--- config.mk ---
export PLATFORM = sky130hd
export DESIGN_NAME = pipelined_adder_sub_flat
export DESIGN_NICKNAME = d
export VERILOG_FILES = /design/src/rtl/pipelined_adder_sub_pkg.sv /design/src/rtl/pipelined_adder_sub_if.sv /design/src/rtl/pipelined_adder_sub_adder_slice.sv /design/src/rtl/pipelined_adder_sub.sv /design/src/flat_wrapper.sv
export SDC_FILE = /design/constraint.sdc
export NUM_CORES = 1
export LEC_CHECK = 0
export BUFFER_PORTS_ARGS = -buffer_cell sky130_fd_sc_hd__buf_2
export CAP_MARGIN = 20
export CORE_MARGIN = 4
export CORE_UTILIZATION = 57
export DETAILED_ROUTE_END_ITERATION = 7
export GPL_TIMING_DRIVEN = 0
export PLACE_DENSITY = 0.79
export SLEW_MARGIN = 20
export SYNTH_ARGS = -nofsm -noshare
export SYNTH_HDL_FRONTEND = slang
export SYNTH_SLANG_ARGS = --single-unit
export TNS_END_PERCENT = 30
--- constraint.sdc ---
create_clock -name clk -period 8.12 [get_ports clk]
set_clock_uncertainty 0.15 [all_clocks]
set_input_delay 1.624 -clock clk [delete_from_list [all_inputs] [get_ports clk]]
set_output_delay 1.624 -clock clk [all_outputs]
set_load 0.005 [all_outputs]
--- src/rtl/pipelined_adder_sub_pkg.sv ---
// Shared definitions for the carry-pipelined adder/subtractor: mode encoding,
// slice-width helper and the configuration legality check used at elaboration.
package pipelined_adder_sub_pkg;

  localparam logic MODE_ADD = 1'b0;
  localparam logic MODE_SUB = 1'b1;

  function automatic int slice_width(input int n, input int stages);
    return n / stages;
  endfunction

  function automatic bit cfg_ok(input int n, input int stages);
    return (stages >= 1) && (stages <= n) && ((n % stages) == 0);
  endfunction

endpackage

--- src/rtl/pipelined_adder_sub_if.sv ---
// Operand/result handshake bundle: the master drives operands and out_ready,
// the slave (the adder) returns in_ready and the registered result.
interface pipelined_adder_sub_if #(
  parameter int N = 32
);
  logic         in_valid;
  logic         in_ready;
  logic [N-1:0] a;
  logic [N-1:0] b;
  logic         cin;
  logic         sub;
  logic         out_valid;
  logic         out_ready;
  logic [N-1:0] sum;
  logic         cout;
  logic         ovf;

  modport master (
    output in_valid, a, b, cin, sub, out_ready,
    input  in_ready, out_valid, sum, cout, ovf
  );

  modport slave (
    input  in_valid, a, b, cin, sub, out_ready,
    output in_ready, out_valid, sum, cout, ovf
  );
endinterface

--- src/rtl/pipelined_adder_sub_adder_slice.sv ---
// Combinational W-bit ripple of full adders; also exposes the carry into the
// top bit so the final slice can form signed overflow.
module adder_slice #(
  parameter int W = 8
) (
  input  logic [W-1:0] x,
  input  logic [W-1:0] y,
  input  logic         c_in,
  output logic [W-1:0] s,
  output logic         c_out,
  output logic         c_msb_in
);
  logic carry;

  always_comb begin
    carry    = c_in;
    c_msb_in = c_in;
    s        = '0;
    for (int i = 0; i < W; i++) begin
      if (i == W - 1) c_msb_in = carry;
      s[i]  = x[i] ^ y[i] ^ carry;
      carry = (x[i] & y[i]) | (carry & (x[i] ^ y[i]));
    end
    c_out = carry;
  end
endmodule

--- src/rtl/pipelined_adder_sub.sv ---
// Carry-pipelined N-bit adder/subtractor: STAGES ripple slices of N/STAGES bits,
// remaining operand bits skew forward and finished sum slices shift in from the top.
module pipelined_adder_sub
  import pipelined_adder_sub_pkg::*;
#(
  parameter int N      = 32,
  parameter int STAGES = 4
) (
  input  logic                 clk,
  input  logic                 rst,
  pipelined_adder_sub_if.slave bus
);
  localparam int W    = slice_width(N, STAGES);
  localparam int LAST = STAGES - 1;

  if (!cfg_ok(N, STAGES)) begin : g_cfg_check
    $error("pipelined_adder_sub: N=%0d must be a multiple of STAGES=%0d with 1 <= STAGES <= N", N, STAGES);
  end

  logic              en;
  logic [N-1:0]      b_eff;
  logic              cin_eff;
  logic [STAGES-1:0] valid_d;
  logic [STAGES-1:0] valid_q;
  logic [STAGES-1:0] carry_in;
  logic [STAGES-1:0] carry_d;
  logic [STAGES-1:0] carry_q;
  logic [N-1:0]      op_a     [STAGES];
  logic [N-1:0]      op_b     [STAGES];
  logic [N-1:0]      op_a_d   [STAGES];
  logic [N-1:0]      op_b_d   [STAGES];
  logic [N-1:0]      op_a_q   [STAGES];
  logic [N-1:0]      op_b_q   [STAGES];
  logic [N-1:0]      sum_prev [STAGES];
  logic [N-1:0]      sum_d    [STAGES];
  logic [N-1:0]      sum_q    [STAGES];
  logic [W-1:0]      slice_s  [STAGES];
  logic              c_msb    [STAGES];
  logic              ovf_d;
  logic              ovf_q;

  // Subtraction is a + ~b + 1: invert b once at the input and force the carry-in.
  assign b_eff   = (bus.sub == MODE_SUB) ? ~bus.b : bus.b;
  assign cin_eff = (bus.sub == MODE_SUB) ? 1'b1 : bus.cin;

  assign en           = ~valid_q[LAST] | bus.out_ready;
  assign bus.in_ready = en;

  for (genvar gi = 0; gi < STAGES; gi++) begin : g_stage
    if (gi == 0) begin : g_first
      assign op_a[gi]     = bus.a;
      assign op_b[gi]     = b_eff;
      assign carry_in[gi] = cin_eff;
      assign sum_prev[gi] = '0;
      assign valid_d[gi]  = bus.in_valid;
    end else begin : g_next
      assign op_a[gi]     = op_a_q[gi-1];
      assign op_b[gi]     = op_b_q[gi-1];
      assign carry_in[gi] = carry_q[gi-1];
      assign sum_prev[gi] = sum_q[gi-1];
      assign valid_d[gi]  = valid_q[gi-1];
    end

    adder_slice #(
      .W(W)
    ) u_slice (
      .x        (op_a[gi][W-1:0]),
      .y        (op_b[gi][W-1:0]),
      .c_in     (carry_in[gi]),
      .s        (slice_s[gi]),
      .c_out    (carry_d[gi]),
      .c_msb_in (c_msb[gi])
    );

    // Consumed low slice drops off the operands; the new sum slice enters at the top.
    assign op_a_d[gi] = op_a[gi] >> W;
    assign op_b_d[gi] = op_b[gi] >> W;
    assign sum_d[gi]  = (sum_prev[gi] >> W) | (N'(slice_s[gi]) << (N - W));
  end

  assign ovf_d = c_msb[LAST] ^ carry_d[LAST];

  always_ff @(posedge clk) begin
    if (rst) begin
      valid_q <= '0;
      carry_q <= '0;
      ovf_q   <= 1'b0;
      for (int k = 0; k < STAGES; k++) begin
        op_a_q[k] <= '0;
        op_b_q[k] <= '0;
        sum_q[k]  <= '0;
      end
    end else if (en) begin
      valid_q <= valid_d;
      carry_q <= carry_d;
      ovf_q   <= ovf_d;
      for (int k = 0; k < STAGES; k++) begin
        op_a_q[k] <= op_a_d[k];
        op_b_q[k] <= op_b_d[k];
        sum_q[k]  <= sum_d[k];
      end
    end
  end

  assign bus.out_valid = valid_q[LAST];
  assign bus.sum       = sum_q[LAST];
  assign bus.cout      = carry_q[LAST];
  assign bus.ovf       = ovf_q;
endmodule

--- src/flat_wrapper.sv ---
// flat-port wrapper written by rule: the top's interface ports become plain ports
module pipelined_adder_sub_flat import pipelined_adder_sub_pkg::*;
#(
  parameter int N      = 32,
  parameter int STAGES = 4
)
  (clk, rst, bus_in_valid, bus_a, bus_b, bus_cin, bus_sub, bus_out_ready, bus_in_ready, bus_out_valid, bus_sum, bus_cout, bus_ovf);
  pipelined_adder_sub_if #(.N(N)) bus_i ();
  input  logic clk;
  input  logic rst;
  input wire logic [$bits(bus_i.in_valid)-1:0] bus_in_valid;
  input wire logic [$bits(bus_i.a)-1:0] bus_a;
  input wire logic [$bits(bus_i.b)-1:0] bus_b;
  input wire logic [$bits(bus_i.cin)-1:0] bus_cin;
  input wire logic [$bits(bus_i.sub)-1:0] bus_sub;
  input wire logic [$bits(bus_i.out_ready)-1:0] bus_out_ready;
  output wire logic [$bits(bus_i.in_ready)-1:0] bus_in_ready;
  output wire logic [$bits(bus_i.out_valid)-1:0] bus_out_valid;
  output wire logic [$bits(bus_i.sum)-1:0] bus_sum;
  output wire logic [$bits(bus_i.cout)-1:0] bus_cout;
  output wire logic [$bits(bus_i.ovf)-1:0] bus_ovf;
  assign bus_i.in_valid = bus_in_valid;
  assign bus_i.a = bus_a;
  assign bus_i.b = bus_b;
  assign bus_i.cin = bus_cin;
  assign bus_i.sub = bus_sub;
  assign bus_i.out_ready = bus_out_ready;
  assign bus_in_ready = bus_i.in_ready;
  assign bus_out_valid = bus_i.out_valid;
  assign bus_sum = bus_i.sum;
  assign bus_cout = bus_i.cout;
  assign bus_ovf = bus_i.ovf;
  pipelined_adder_sub #(.N(N), .STAGES(STAGES)) u_core (.clk(clk), .rst(rst), .bus(bus_i));
endmodule
==> flow_summary_export.csv <==
group,metric,value,unit
setup_path,crit_arrival,5.63,ns
logic_synthesis,yosysTopAreaCell,"edfxtp_1",
pwr,p_clk_share,38.7,%
routing,wl_met2,6260,µm
routing,vias_per_cell,4.81,
pwr,p_leak,4.02,nW
logic_synthesis,synthTopCellsByArea,"edfxtp_1 (67%), and2_1 (11%), fa_1 (8.2%)",
hold_path,hold_class,"register to register",
die,rows,42,
clock_tree,clk_latency,0.42,ns
place,dp.cells,794,
clock_tree,cts_resized,0,
die,ioPinCount,106,
routing,wl_per_cell,15.2,µm
logic_synthesis,synth_edf_count,176,
setup_path,r2r_cells,12,
logic_synthesis,yosysUniqueCellTypes,20,
setup_path,cp_max_fo,10,
clock_tree,clkSinkCount,185,
sta,max_freq,178,MHz
clock_tree,cts-root-buf,"clkbuf_16",
hold_path,holdPathStages,2,
pwr,ir_drop,0.000186,V
sta,slew_headroom,68.6,%
logic_synthesis,ys_warn_count,0,
pwr,swShare,20.3,%
place,gp_routability_congestion,0.758,
die,start_util,58.8,%
logic_synthesis,synth_common_cells,"edfxtp_1 (176), and2_1 (140), nor2_1 (41)",
grt,grt_max_degree,58,
clock_tree,cts_setup_buffers,0,
clock_tree,cts_tree,"yes",
logic_synthesis,ys_ff_latch,185,
setup_path,critical_path_required,8.14,ns
layout,seq_area,5470,µm²
routing,drtIter0Drc,317,
logic_synthesis,synthArstFlopShare,0,%
layout,fin_cells,825,
pwr,p_int,1.68,mW
routing,dr_wl_met3,802,µm
grt,grtUsageTotal,17.2,%
routing,firstDrtPassIters,4,
routing,routed.top_layer,"met4",
flow_run,drv_cap,0,
sta,tightest_slew,0.471,ns
pwr,seqPwrFrac,54.0,%
layout,drive_above_1_share,24.7,%
grt,grt_pass1_vias,4104,
routing,drtAntennaViolNets,0,
hold_path,hold_end,"u_core.valid_q[2]",
logic_synthesis,synth_most_common_cell,"edfxtp_1",
setup_path,end_kind,"register",
layout,antenna_cells,0,
logic_synthesis,ys.flop_type,"edfxtp_1",
place,dp_hpwl,8610,µm
setup_path,timing.rr.end,"u_core.sum_q[3][31]",
sta,drv_slew,0,
routing,vias,3968,
pwr,p_total,2.10,mW
clock_tree,clkSlewWorstSetupHoldPaths,0.06,ns
logic_synthesis,synth.yosys.seq_area_share,69.7,%
clock_tree,cts_buffers,17,
die,core,13300,µm²
place,port-buffer-count,104,
grt,grt_antenna_before_repair,0,
layout,nets,739,
sta,fin_crit_sh,69.1,%
sta,hold_viol_final,0,
setup_path,rrSetupSlack,3.69,ns
logic_synthesis,syn_nets,613,
clock_tree,cts_hold_buffers,0,
clock_tree,h-tree-depth,4,
sta,setup_violations,0,
logic_synthesis,synth_top_cell_area_share,67.4,%
layout,area_growth,18.0,%
logic_synthesis,synthCells,511,
grt,grt_pass1_wl,20700,µm
die,die_height,125,µm
sta,grt_setup_unrepaired,"no",
routing,met1_length,5250,µm
grt,grt_overflow,0,
sta,period_needed,5.61,ns
pwr,power-per-cell-area,227,nW/µm²
die,dieArea,15700,µm²
pwr,p_sw,0.426,mW
setup_path,path_class,"input port to register",
routing,drc,0,
setup_path,r2r_start,"u_core.op_a_q[0][48]",
routing,wirelength,12500,µm
sta,setup-tns-final,0,ns
clock_tree,clockBufferDepth,2,
hold_path,min_from,"u_core.valid_q[2]",
run_status,status,"finished clean",
logic_synthesis,synth_area,7850,µm²
pwr,power_frac_comb,7.2,%
layout,multi_input_area,2100,µm²
setup_path,cp-start-kind,"input port",
layout,fill_cells,900,
logic_synthesis,synth_area_per_cell,15.4,µm²
die,die_x,125,µm
-- cell families (layout without fill, tap and decap cells) --
| kind of cell | count (synthesis) | after routing | synth area share [%] |
|---|---|---|---|
| buf+inv | 57 | 195 | 3.62 |
| flops | 185 | 185 | 69.7 |
| compound gates | 8 | 8 | 0.606 |
| simple gates | 196 | 196 | 14.3 |
| xor+xnor | 33 | 33 | 3.68 |
| fa+ha+maj | 32 | 32 | 8.16 |
-- per-stage QoR --
| step | hold WS (ns) | utilization [%] | area [µm²] | setup slack, ns |
|---|---|---|---|---|
| finish | 0.325 | 69.3 | 9260 | 2.51 |
| global route | 0.349 | 69.3 | 9260 | 2.38 |
| CTS | 0.323 | 69.3 | 9260 | 2.48 |
| detailed placement | 0.306 | 65.0 | 8670 | 2.02 |
| global placement | 0.290 | 64.3 | 8590 | -0.214 |
| floorplan | 0.282 | - | 7850 | 1.26 |
-- worst max-delay path: stages --
cell	delay [ns]
buf_2	0.21
buf_2	0.34
xnor2_1	0.15
fa_1	0.39
inv_1	0.08
fa_1	0.16
inv_1	0.05
fa_1	0.39
fa_1	0.40
fa_1	0.39
fa_1	0.42
fa_1	0.39
inv_1	0.08
fa_1	0.40
and2_1	0.15
-- cell type report --
class                           instances  area share (%)
Clock inverter                         10            1.57
Inverter                               31            1.26
Buffer                                 26            1.81
Timing Repair Buffer                  107            6.44
Clock buffer                           21            4.76
Tap cell                              176            2.38
Multi-Input combinational cell        269            22.7
Sequential cell                       185            59.1
-- layer usage --
metal | vias to the layer above | track usage (%)
met5 | - | 0
met4 | 0 | 6.12
met3 | 16 | 4.56
met2 | 131 | 28.4
met1 | 1882 | 22.3
li1 | 1939 | -
-- flip-flops by register name (all words and copies together) (netlist names) --
register        count
u_core.valid_q      4
u_core.sum_q       80
u_core.carry_q      4
u_core.op_b_q      48
u_core.bus.ovf      1
u_core.op_a_q      48
-- worst max path at each step --
stage / startpoint / endpoint / slack [ns] / cells past startpoint
6_report: bus_sub / u_core.sum_q[0][31] / 2.51 / 15
5_1_grt: bus_sub / u_core.sum_q[0][31] / 2.38 / 15
4_1_cts: bus_sub / u_core.sum_q[0][31] / 2.48 / 15
3_5_place_dp: bus_sub / u_core.sum_q[0][31] / 2.02 / 15
3_3_place_gp: rst / u_core.op_a_q[0][19] / -0.21 / 3
2_1_floorplan: rst / u_core.op_a_q[0][0] / 1.26 / 2
-- layout by cell type, fill, tap and decap left out, drive strengths merged --
master | Yosys | final
buf | 11 | 118
xnor2 | 31 | 31
clkinvlp | 0 | 2
nor2b | 1 | 1
and2 | 140 | 140
a21oi | 5 | 5
nand2 | 10 | 10
fa | 32 | 32
clkinv | 0 | 3
bufinv | 0 | 3
a211oi | 3 | 3
inv | 31 | 33
nor2 | 43 | 43
clkbuf | 15 | 36
dfxtp | 9 | 9
edfxtp | 176 | 176
nand2b | 2 | 2
xor2 | 2 | 2
-- power groups by stage --
stage / clock network, mW / registers [mW] / logic (mW)
floorplan: 0 / 1.15 / 0.0900
global placement: 0 / 1.15 / 0.145
detailed placement: 0 / 1.16 / 0.151
CTS: 0.820 / 1.14 / 0.155
global route: 0.874 / 1.14 / 0.173
finish: 0.815 / 1.14 / 0.152
Power figures use the tool's default switching activity.
